==> src/rtl/truth_table_prober.sv <==
// truth_table_prober: sweeps all input rows of an N-input gate and
// rebuilds its truth table. Option macro: PROBE_STABILITY_CHECK_EN.
module truth_table_prober #(
  parameter int N_IN          = 3,
  parameter int SETTLE_CYCLES = 4
) (
  input  logic                 clk,
  input  logic                 rst,
  input  logic                 start,
  output logic [N_IN-1:0]      stim,
  input  logic                 dut_out,
  output logic                 busy,
  output logic                 done,
  output logic [2**N_IN-1:0]   table_id,
  output logic                 table_valid,
  output logic                 unstable
);

  localparam int W  = 2**N_IN;
  localparam int RW = N_IN + 1;

  localparam logic [7:0]    RELOAD = 8'(SETTLE_CYCLES - 1);
  localparam logic [RW-1:0] LAST   = RW'(W - 1);

  if (N_IN < 1 || N_IN > 4) begin : g_bad_n_in
    $error("truth_table_prober: N_IN must be 1..4");
  end

  if (SETTLE_CYCLES < 1 || SETTLE_CYCLES > 255) begin : g_bad_settle
    $error("truth_table_prober: SETTLE_CYCLES must be 1..255");
  end

  typedef enum logic [1:0] {
    IDLE,
    APPLY,
    DONE
  } state_t;

  state_t          state, state_n;
  logic [RW-1:0]   row, row_n;
  logic [RW-1:0]   nxt;
  logic [7:0]      cnt, cnt_n;
  logic [N_IN-1:0] stim_n;
  logic [N_IN-1:0] idx;
  logic [W-1:0]    tab_n;
  logic            tv_n;
  logic            adv;

`ifdef PROBE_STABILITY_CHECK_EN
  logic            chk, chk_n;
  logic            smp, smp_n;
  logic            uns, uns_n;
`endif

  assign nxt  = row + 1'b1;
  assign idx  = ~row[N_IN-1:0];
  assign busy = (state == APPLY);
  assign done = (state == DONE);

`ifdef PROBE_STABILITY_CHECK_EN
  assign unstable = uns;
`else
  assign unstable = 1'b0;
`endif

  // next-state and datapath updates for the sweep
  always_comb begin
    state_n = state;
    row_n   = row;
    cnt_n   = cnt;
    stim_n  = stim;
    tab_n   = table_id;
    tv_n    = table_valid;
    adv     = 1'b0;
`ifdef PROBE_STABILITY_CHECK_EN
    chk_n   = chk;
    smp_n   = smp;
    uns_n   = uns;
`endif
    unique case (state)
      IDLE: begin
        if (start) begin
          state_n = APPLY;
          row_n   = '0;
          cnt_n   = RELOAD;
          stim_n  = '0;
          tab_n   = '0;
          tv_n    = 1'b0;
`ifdef PROBE_STABILITY_CHECK_EN
          chk_n   = 1'b0;
          uns_n   = 1'b0;
`endif
        end
      end
      APPLY: begin
        if (cnt != 8'd0) begin
          cnt_n = cnt - 8'd1;
`ifdef PROBE_STABILITY_CHECK_EN
        end else if (!chk) begin
          tab_n[idx] = dut_out;
          smp_n      = dut_out;
          chk_n      = 1'b1;
        end else begin
          chk_n = 1'b0;
          if (dut_out != smp) begin
            uns_n = 1'b1;
          end
          adv = 1'b1;
        end
`else
        end else begin
          tab_n[idx] = dut_out;
          adv        = 1'b1;
        end
`endif
        if (adv) begin
          if (row == LAST) begin
            state_n = DONE;
            stim_n  = '0;
            tv_n    = 1'b1;
          end else begin
            row_n  = nxt;
            cnt_n  = RELOAD;
            stim_n = nxt[N_IN-1:0];
          end
        end
      end
      DONE: begin
        state_n = IDLE;
      end
      default: begin
        state_n = IDLE;
      end
    endcase
  end

  // state register; reset drops any partial table
  always_ff @(posedge clk or posedge rst) begin
    if (rst) begin
      state       <= IDLE;
      row         <= '0;
      cnt         <= '0;
      stim        <= '0;
      table_id    <= '0;
      table_valid <= 1'b0;
`ifdef PROBE_STABILITY_CHECK_EN
      chk         <= 1'b0;
      smp         <= 1'b0;
      uns         <= 1'b0;
`endif
    end else begin
      state       <= state_n;
      row         <= row_n;
      cnt         <= cnt_n;
      stim        <= stim_n;
      table_id    <= tab_n;
      table_valid <= tv_n;
`ifdef PROBE_STABILITY_CHECK_EN
      chk         <= chk_n;
      smp         <= smp_n;
      uns         <= uns_n;
`endif
    end
  end

endmodule

==> config.mk <==
export PLATFORM = sky130hd
export DESIGN_NAME = truth_table_prober
export DESIGN_NICKNAME = d
export VERILOG_FILES = /design/src/rtl/truth_table_prober.sv
export SDC_FILE = /design/constraint.sdc
export NUM_CORES = 1
export LEC_CHECK = 0
export BUFFER_PORTS_ARGS = -buffer_cell sky130_fd_sc_hd__buf_2
export CORE_MARGIN = 4
export CORE_UTILIZATION = 35
export DETAILED_ROUTE_END_ITERATION = 12
export PLACE_DENSITY_LB_ADDON = 0.08
export SYNTH_ARGS = -nofsm -noshare
export SYNTH_HDL_FRONTEND = slang
export SYNTH_SLANG_ARGS = --single-unit
==> constraint.sdc <==
create_clock -name clk -period 1.76 [get_ports clk]
set_input_delay 0.352 -clock clk [delete_from_list [all_inputs] [get_ports clk]]
set_output_delay 0.352 -clock clk [all_outputs]
set_load 0.01 [all_outputs]
==> run_summary.xml, run 1 <==
<?xml version="1.0" encoding="UTF-8"?>
<metrics>
  <group name="grt">
    <metric name="grt_first_pass_wirelength" unit="um">5510</metric>
    <metric name="initial_antenna_violation_count" unit="">0</metric>
    <metric name="via_count_of_the_first_global_routing_pass" unit="">1207</metric>
    <metric name="grt_max_degree" unit="">27</metric>
    <metric name="groute.usage.overall" unit="%">13.6</metric>
    <metric name="global_route.overflow_total" unit="">0</metric>
  </group>
  <group name="sta">
    <metric name="worst_hold_slack" unit="ns">0.112</metric>
    <metric name="finalSetupViolations" unit="">0</metric>
    <metric name="achievable-frequency" unit="MHz">588</metric>
    <metric name="report.final.hold_viol_count" unit="">0</metric>
    <metric name="finClkSkew" unit="ns">0.00585</metric>
    <metric name="maxSlewViolCount" unit="">0</metric>
    <metric name="setup_repair_after_global_routing_missed_its_margin" unit="">yes</metric>
    <metric name="timing.final.crit_share" unit="%">96.6</metric>
    <metric name="fin_crit" unit="ns">1.70</metric>
  </group>
  <group name="detailed_routing">
    <metric name="final_antenna_net_count" unit="">0</metric>
    <metric name="drt_wl_total" unit="um">3220</metric>
    <metric name="wl_per_cell" unit="um">14.3</metric>
    <metric name="overall_via_count_from_detail_route" unit="">1193</metric>
    <metric name="drc" unit="">0</metric>
    <metric name="detailedRoute.firstPassIterationCount" unit="">4</metric>
    <metric name="detail_route.vias_per_cell" unit="">5.28</metric>
    <metric name="iteration_0_drc_markers" unit="">49</metric>
  </group>
  <group name="setup_path">
    <metric name="timing.critical_path.arrival" unit="ns">1.35</metric>
    <metric name="critical_path_class" unit="">flip-flop to primary output</metric>
    <metric name="startpoint_type" unit="">flip-flop</metric>
    <metric name="crit_path_max_fanout" unit="">9</metric>
    <metric name="required" unit="ns">1.41</metric>
    <metric name="worstSetupEndpointType" unit="">primary output</metric>
  </group>
  <group name="die">
    <metric name="floorplan.initialDensity" unit="%">37.1</metric>
    <metric name="rows" unit="">22</metric>
    <metric name="core_area" unit="um2">3740</metric>
    <metric name="io_pins" unit="">19</metric>
    <metric name="die_area" unit="um2">5040</metric>
    <metric name="die_y" unit="um">71.0</metric>
    <metric name="floorplan.die.width" unit="um">71.0</metric>
  </group>
  <group name="cts">
    <metric name="cts-htree-levels" unit="">1</metric>
    <metric name="cts_tree" unit="">built</metric>
    <metric name="cts_made_buffers" unit="">3</metric>
    <metric name="root_buffer" unit="">sky130_fd_sc_hd__clkbuf_8</metric>
    <metric name="cts.reportedPaths.clkPinSlew" unit="ns">0.09</metric>
    <metric name="cts_sinks" unit="">26</metric>
    <metric name="cts_max_path_buffers" unit="">2</metric>
    <metric name="clkLatencyLatePin" unit="ns">0.27</metric>
  </group>
  <group name="min_path">
    <metric name="hold_path_class" unit="">input pin to asynchronous set/reset pin</metric>
  </group>
  <group name="pwr">
    <metric name="power.static_leakage" unit="uW">0.000850</metric>
    <metric name="power-per-cell-area" unit="nW/um2">1080</metric>
    <metric name="power.ir.vdd_worst" unit="mV">0.363</metric>
  </group>
  <group name="final_layout">
    <metric name="final_common_cell" unit="">sky130_fd_sc_hd__dfrtp_1</metric>
    <metric name="leading_cell_types_in_the_layout_fill_and_taps_excluded" unit="">sky130_fd_sc_hd__dfrtp_1 (26), sky130_fd_sc_hd__buf_4 (20), sky130_fd_sc_hd__nand2_1 (18)</metric>
    <metric name="final_cell_area" unit="um2">1710</metric>
    <metric name="finalCoreUtilization" unit="%">45.7</metric>
    <metric name="area_growth_syn_to_layout" unit="%">23.4</metric>
    <metric name="layout.filler_cells" unit="">396</metric>
    <metric name="area_occupied_by_multi_input_gates" unit="um2">672</metric>
    <metric name="fraction_of_final_layout_cells_with_drive_strength_greater_than_1" unit="%">27.5</metric>
    <metric name="final_net_count" unit="">185</metric>
    <metric name="register_area" unit="um2">651</metric>
    <metric name="layout.cells.non_filler" unit="">226</metric>
    <metric name="n_antenna_cell" unit="">0</metric>
  </group>
  <group name="synth">
    <metric name="synth_register_bits" unit="">26</metric>
    <metric name="ys.flop_type" unit="">sky130_fd_sc_hd__dfrtp_1</metric>
    <metric name="synth.avg_cell_area" unit="um2">9.50</metric>
    <metric name="syn-cell-area" unit="um2">1390</metric>
    <metric name="muxShareOfSynthArea" unit="%">6.58</metric>
    <metric name="synth-adder-area-share" unit="%">1.80</metric>
    <metric name="synth-edff-count" unit="">0</metric>
    <metric name="async_flop_share" unit="%">100</metric>
    <metric name="synth_simple_gate_area_share" unit="%">22.2</metric>
    <metric name="postSynthNetCount" unit="">152</metric>
    <metric name="synthCells" unit="">146</metric>
    <metric name="ys.warnings.count" unit="">0</metric>
    <metric name="synth_seq_area_share" unit="%">46.9</metric>
    <metric name="synth-xor-area-share" unit="%">0.631</metric>
    <metric name="synth_compound_gate_area_share" unit="%">16.0</metric>
    <metric name="synth_top_family_by_area" unit="">simple AND/OR/NAND/NOR gates</metric>
    <metric name="synth_cell_type_count" unit="">41</metric>
  </group>
  <group name="placement">
    <metric name="place_inst" unit="">220</metric>
    <metric name="place.detailed.hpwl" unit="um">2440</metric>
    <metric name="port_buffer_count" unit="">17</metric>
    <metric name="place_area" unit="um2">1610</metric>
    <metric name="gp_congestion" unit="">0.816</metric>
  </group>
  <group name="job">
    <metric name="timing.max_cap.violations" unit="">0</metric>
  </group>
  <group name="outcome">
    <metric name="status" unit="">finished clean</metric>
  </group>
</metrics>
-- where the power goes --
group / total [uW] / switching (uW) / internal, uW
logic: 526 / 287 / 239
registers: 833 / 116 / 717
clock network: 495 / 191 / 304
-- Yosys cell counts, types with 2 or more instances --
cell type	number	share of area (%)
sky130_fd_sc_hd__nor3_1	3	1.1
sky130_fd_sc_hd__a21o_1	3	1.6
sky130_fd_sc_hd__buf_6	2	1.6
sky130_fd_sc_hd__o31ai_1	3	1.6
sky130_fd_sc_hd__mux2i_1	8	5.8
sky130_fd_sc_hd__nor4b_1	2	1.3
sky130_fd_sc_hd__a31oi_1	3	1.4
sky130_fd_sc_hd__buf_2	3	1.1
sky130_fd_sc_hd__nor4_1	2	0.90
sky130_fd_sc_hd__dfrtp_1	26	47
sky130_fd_sc_hd__nand2b_1	3	1.4
sky130_fd_sc_hd__nand2_1	18	4.9
sky130_fd_sc_hd__nand4_1	2	0.90
sky130_fd_sc_hd__nand3_1	9	3.2
sky130_fd_sc_hd__inv_1	5	1.4
sky130_fd_sc_hd__ha_1	2	1.8
sky130_fd_sc_hd__buf_1	2	0.54
sky130_fd_sc_hd__o21ai_0	8	2.9
sky130_fd_sc_hd__and3_1	3	1.4
sky130_fd_sc_hd__a21oi_1	9	3.2
sky130_fd_sc_hd__nor2_1	9	2.4
sky130_fd_sc_hd__o211ai_1	2	1.1
-- cell families after synthesis --
family | count (synthesis)
mux | 9
flops | 26
other cells | 1
compound gates | 34
xor+xnor | 1
buf+inv | 15
fa+ha+maj | 2
simple gates | 58
-- layer usage --
layer / global-route usage (%) / part of all wire (%)
met1: 17.2 / 46
met2: 22.7 / 47
met3: 2.27 / 3.4
met4: 6.47 / 3.4
met5: 0 / 0
-- state kept, by name (all words and copies together) (netlist names) --
| register | count |
|---|---|
| table_valid | 1 |
| row | 4 |
| cnt | 8 |
| stim | 3 |
| state | 2 |
| table_id | 8 |
-- critical path: stages (launching register included) --
cell,delay [ns]
sky130_fd_sc_hd__dfrtp_1,0.41
sky130_fd_sc_hd__nand2b_4,0.16
sky130_fd_sc_hd__buf_4,0.17
sky130_fd_sc_hd__inv_2,0.07
sky130_fd_sc_hd__buf_4,0.13
sky130_fd_sc_hd__buf_2,0.13
-- per-stage QoR --
step / power (uW) / setup slack (ns) / setup TNS [ns]
floorplan: 1160 / 0.00850 / 0
global placement: 1350 / 0.139 / 0
detailed placement: 1370 / 0.0782 / 0
CTS: 1870 / 0.0110 / 0
global route: 1990 / -0.0338 / -0.0539
finish: 1850 / 0.0604 / 0
-- final cells by class --
| type | instances | area share, % |
|---|---|---|
| Inverter | 6 | 1.32 |
| Sequential cell | 26 | 38.0 |
| Multi-Input combinational cell | 105 | 39.3 |
| Clock buffer | 3 | 2.41 |
| Tap cell | 48 | 3.51 |
| Clock inverter | 1 | 1.75 |
| Timing Repair Buffer | 37 | 13.7 |
-- repair_timing --
item,CTS,global route
pin swaps,0,1
gates resized for setup,0,2
hold buffers,0,0
setup buffers,1,1
setup endpoints to repair,1,9
-- path summary, 6_finish.rpt --
check / startpoint / to / slack, ns / cells after the start
max in group asynchronous: rst / cnt[5] / 1.38 / 3
max reg2reg: cnt[3] / stim[2] / 0.07 / 4
min in group clk: dut_out / table_id[7] / 0.45 / 3
max: state[1] / busy / 0.06 / 5
min: rst / table_id[4] / 0.11 / 3
min reg2reg: stim[0] / stim[0] / 0.51 / 2
Power figures use the tool's default switching activity.
==> run 2: changes to the inputs <==
--- a/config.mk
+++ b/config.mk
@@ -5,11 +5,11 @@
 export SDC_FILE = /design/constraint.sdc
 export NUM_CORES = 1
 export LEC_CHECK = 0
+export ABC_AREA = 1
 export BUFFER_PORTS_ARGS = -buffer_cell sky130_fd_sc_hd__buf_2
 export CORE_MARGIN = 4
 export CORE_UTILIZATION = 35
 export DETAILED_ROUTE_END_ITERATION = 12
-export PLACE_DENSITY_LB_ADDON = 0.08
 export SYNTH_ARGS = -nofsm -noshare
 export SYNTH_HDL_FRONTEND = slang
 export SYNTH_SLANG_ARGS = --single-unit
==> run 2 against run 1 <==
Net effect:
- hold slack barely moved
- clock skew rose by 0.0066 ns
- setup slack improved by 0.078 ns
- flip-flop and latch count did not move
- sequential power rose by 9.2%
- non-clock buffer count fell by 14
- cell count rose by 19%
- combinational power rose by 70%
- synthesized area rose by 8.3%
- synthesized cell count rose by 36%
- via count rose by 3.8%
- largest power group unchanged
==> run_summary.xml, run 2 <==
<?xml version="1.0" encoding="UTF-8"?>
<metrics>
  <group name="setup_path">
    <metric name="delay_of_the_slowest_cell_on_the_worst_path" unit="ns">0.38</metric>
    <metric name="critical-path-top-delay-family" unit="">buffers and inverters</metric>
    <metric name="critical_path_class" unit="">flip-flop to primary output</metric>
    <metric name="timing.critical_path.arrival" unit="ns">1.27</metric>
    <metric name="crit_chain" unit="">inv_1 -&gt; nand2_2 -&gt; inv_4 -&gt; buf_2</metric>
    <metric name="startpoint_type" unit="">flip-flop</metric>
    <metric name="path_buf_inv" unit="">3</metric>
    <metric name="required" unit="ns">1.41</metric>
    <metric name="worstSetupEndpointType" unit="">primary output</metric>
    <metric name="crit_path_max_fanout" unit="">13</metric>
    <metric name="cp_slowest_cell" unit="">sky130_fd_sc_hd__dfrtp_1</metric>
  </group>
  <group name="final_layout">
    <metric name="final_common_cell" unit="">sky130_fd_sc_hd__nand2_1</metric>
    <metric name="finalCoreUtilization" unit="%">42.1</metric>
    <metric name="area_growth_syn_to_layout" unit="%">14.6</metric>
    <metric name="final_net_count" unit="">227</metric>
    <metric name="n_antenna_cell" unit="">0</metric>
    <metric name="fraction_of_final_layout_cells_with_drive_strength_greater_than_1" unit="%">18.2</metric>
    <metric name="top_regs" unit="">cnt: 8 flops, table_id: 8 flops, row: 4 flops</metric>
    <metric name="layout.filler_cells" unit="">435</metric>
    <metric name="leading_cell_types_in_the_layout_fill_and_taps_excluded" unit="">sky130_fd_sc_hd__nand2_1 (55), sky130_fd_sc_hd__nand3_1 (35), sky130_fd_sc_hd__inv_1 (29)</metric>
  </group>
  <group name="sta">
    <metric name="fin_crit" unit="ns">1.62</metric>
    <metric name="finalSetupViolations" unit="">0</metric>
    <metric name="layout_setup_ws" unit="ns">0.138</metric>
    <metric name="setup_repair_after_global_routing_missed_its_margin" unit="">no</metric>
    <metric name="report.final.hold_viol_count" unit="">0</metric>
    <metric name="maxSlewViolCount" unit="">0</metric>
    <metric name="worst_hold_slack" unit="ns">0.112</metric>
    <metric name="achievable-frequency" unit="MHz">617</metric>
    <metric name="timing.setup.tns" unit="ns">0</metric>
    <metric name="timing.final.crit_share" unit="%">92.1</metric>
    <metric name="finClkSkew" unit="ns">0.0124</metric>
  </group>
  <group name="job">
    <metric name="timing.max_cap.violations" unit="">0</metric>
  </group>
  <group name="cts">
    <metric name="cts_max_path_buffers" unit="">2</metric>
    <metric name="root_buffer" unit="">sky130_fd_sc_hd__clkbuf_8</metric>
    <metric name="cts_made_buffers" unit="">3</metric>
    <metric name="cts.repair_timing.setup_buffer_count" unit="">0</metric>
    <metric name="cts.reportedPaths.clkPinSlew" unit="ns">0.10</metric>
    <metric name="clkLatencyLatePin" unit="ns">0.28</metric>
    <metric name="cts_sinks" unit="">26</metric>
    <metric name="cts_tree" unit="">built</metric>
    <metric name="cts-htree-levels" unit="">1</metric>
  </group>
  <group name="placement">
    <metric name="gp_congestion" unit="">0.799</metric>
    <metric name="port_buffer_count" unit="">17</metric>
    <metric name="place.detailed.hpwl" unit="um">2300</metric>
    <metric name="post-place-ws" unit="ns">0.186</metric>
  </group>
  <group name="die">
    <metric name="floorplan.initialDensity" unit="%">36.8</metric>
    <metric name="die_area" unit="um2">5410</metric>
    <metric name="rows" unit="">23</metric>
    <metric name="core_area" unit="um2">4090</metric>
    <metric name="io_pins" unit="">19</metric>
    <metric name="floorplan.die.width" unit="um">73.5</metric>
    <metric name="die_y" unit="um">73.5</metric>
  </group>
  <group name="synth">
    <metric name="synth_seq_area_share" unit="%">43.3</metric>
    <metric name="synth.top_cells.by_count" unit="">sky130_fd_sc_hd__nand2_1 (55), sky130_fd_sc_hd__nand3_1 (35), sky130_fd_sc_hd__inv_1 (29)</metric>
    <metric name="leading_area_contributor_after_synthesis" unit="">sky130_fd_sc_hd__dfrtp_1</metric>
    <metric name="synth-edff-count" unit="">0</metric>
    <metric name="synth_register_bits" unit="">26</metric>
    <metric name="syn-cell-area" unit="um2">1500</metric>
    <metric name="ys.warnings.count" unit="">0</metric>
    <metric name="synth_cell_type_count" unit="">22</metric>
    <metric name="synth_largest_type_area_fraction" unit="%">43.3</metric>
    <metric name="async_flop_share" unit="%">100</metric>
    <metric name="synth.avg_cell_area" unit="um2">7.55</metric>
    <metric name="postSynthNetCount" unit="">205</metric>
    <metric name="synthCells" unit="">199</metric>
    <metric name="ys.flop_type" unit="">sky130_fd_sc_hd__dfrtp_1</metric>
    <metric name="ys_top_cells_by_area" unit="">sky130_fd_sc_hd__dfrtp_1 (43%), sky130_fd_sc_hd__nand2_1 (14%), sky130_fd_sc_hd__nand3_1 (12%)</metric>
    <metric name="most_frequently_used_cell_type_in_the_post_synthesis_netlist" unit="">sky130_fd_sc_hd__nand2_1</metric>
  </group>
  <group name="grt">
    <metric name="global_route.overflow_total" unit="">0</metric>
    <metric name="initial_antenna_violation_count" unit="">0</metric>
    <metric name="grt_max_degree" unit="">27</metric>
    <metric name="via_count_of_the_first_global_routing_pass" unit="">1257</metric>
    <metric name="grt_first_pass_wirelength" unit="um">5620</metric>
    <metric name="groute.usage.overall" unit="%">13.1</metric>
  </group>
  <group name="detailed_routing">
    <metric name="drt_wl_total" unit="um">3080</metric>
    <metric name="iteration_0_drc_markers" unit="">37</metric>
    <metric name="wl_per_cell" unit="um">11.4</metric>
    <metric name="overall_via_count_from_detail_route" unit="">1238</metric>
    <metric name="detail_route.vias_per_cell" unit="">4.59</metric>
    <metric name="final_antenna_net_count" unit="">0</metric>
    <metric name="drc" unit="">0</metric>
    <metric name="detailedRoute.firstPassIterationCount" unit="">4</metric>
  </group>
  <group name="outcome">
    <metric name="status" unit="">finished clean</metric>
  </group>
  <group name="pwr">
    <metric name="power.static_leakage" unit="uW">0.00105</metric>
    <metric name="fin_total_pwr" unit="uW">2300</metric>
    <metric name="power.ir.vdd_worst" unit="mV">0.542</metric>
    <metric name="power-per-cell-area" unit="nW/um2">1340</metric>
  </group>
  <group name="min_path">
    <metric name="hold_path_class" unit="">input pin to asynchronous set/reset pin</metric>
  </group>
</metrics>
## run 2: what timing repair did
action	in CTS	in global routing
resized for setup	0	2
endpoints found under the setup margin	0	1
hold buffers	0	0
endpoints found under the hold margin	0	0
## run 2: stage by stage
stage / cells / cell area (um2)
after floorplan: 199 / 1500
after global placement: 266 / 1650
after detailed placement: 266 / 1650
after CTS: 270 / 1720
after global routing: 270 / 1720
final: 270 / 1720
## run 2: metal layers
metal,routed length (um),track usage (%),up-vias
met3,113,3.42,4
met5,0,0,-
met4,29,3.02,0
met1,1520,16.1,555
li1,-,-,663
met2,1420,22.6,16
## run 2: report_power, final
part           internal (uW)  leakage, uW  switching (uW)  total (uW)
Sequential               771     0.000335             139         910
Combinational            340     0.000677             554         894
Clock                    305    0.0000357             196         500
Total                   1420      0.00105             888        2300
## run 2: layout make-up
class                           count  area (um2)  share of cell area [%]
Tap cell                           50        62.6                    3.63
Sequential cell                    26         651                    37.8
Inverter                           31         119                    6.90
Timing Repair Buffer               23         130                    7.56
Clock inverter                      1        30.0                    1.74
Clock buffer                        3        41.3                    2.40
Multi-Input combinational cell    136         688                    40.0
## run 2: final timing paths
path | depth (start not counted) | start | endpoint | slack, ns
min in group clk | 4 | start | table_valid | 0.41
max in group asynchronous | 3 | rst | table_id[1] | 1.38
min reg2reg | 2 | table_id[7] | table_id[7] | 0.48
max | 4 | state[1] | busy | 0.14
min | 3 | rst | cnt[2] | 0.11
max reg2reg | 8 | cnt[0] | row[1] | 0.14
## run 2: kinds of logic after synthesis
group / share of synthesized area [%]
adders and majority gates: 1.67
AOI/OAI and AO/OA: 5.66
other: 0.250
xor gates and xnor gates: 1.75
DFF: 43.3
and+or+nand+nor: 36.5
buffers and inverters: 10.9
## run 2: worst min-delay path, stage by stage
cell and delay (ns):
sky130_fd_sc_hd__buf_2 0.10, sky130_fd_sc_hd__inv_1 0.04, sky130_fd_sc_hd__buf_4 0.31
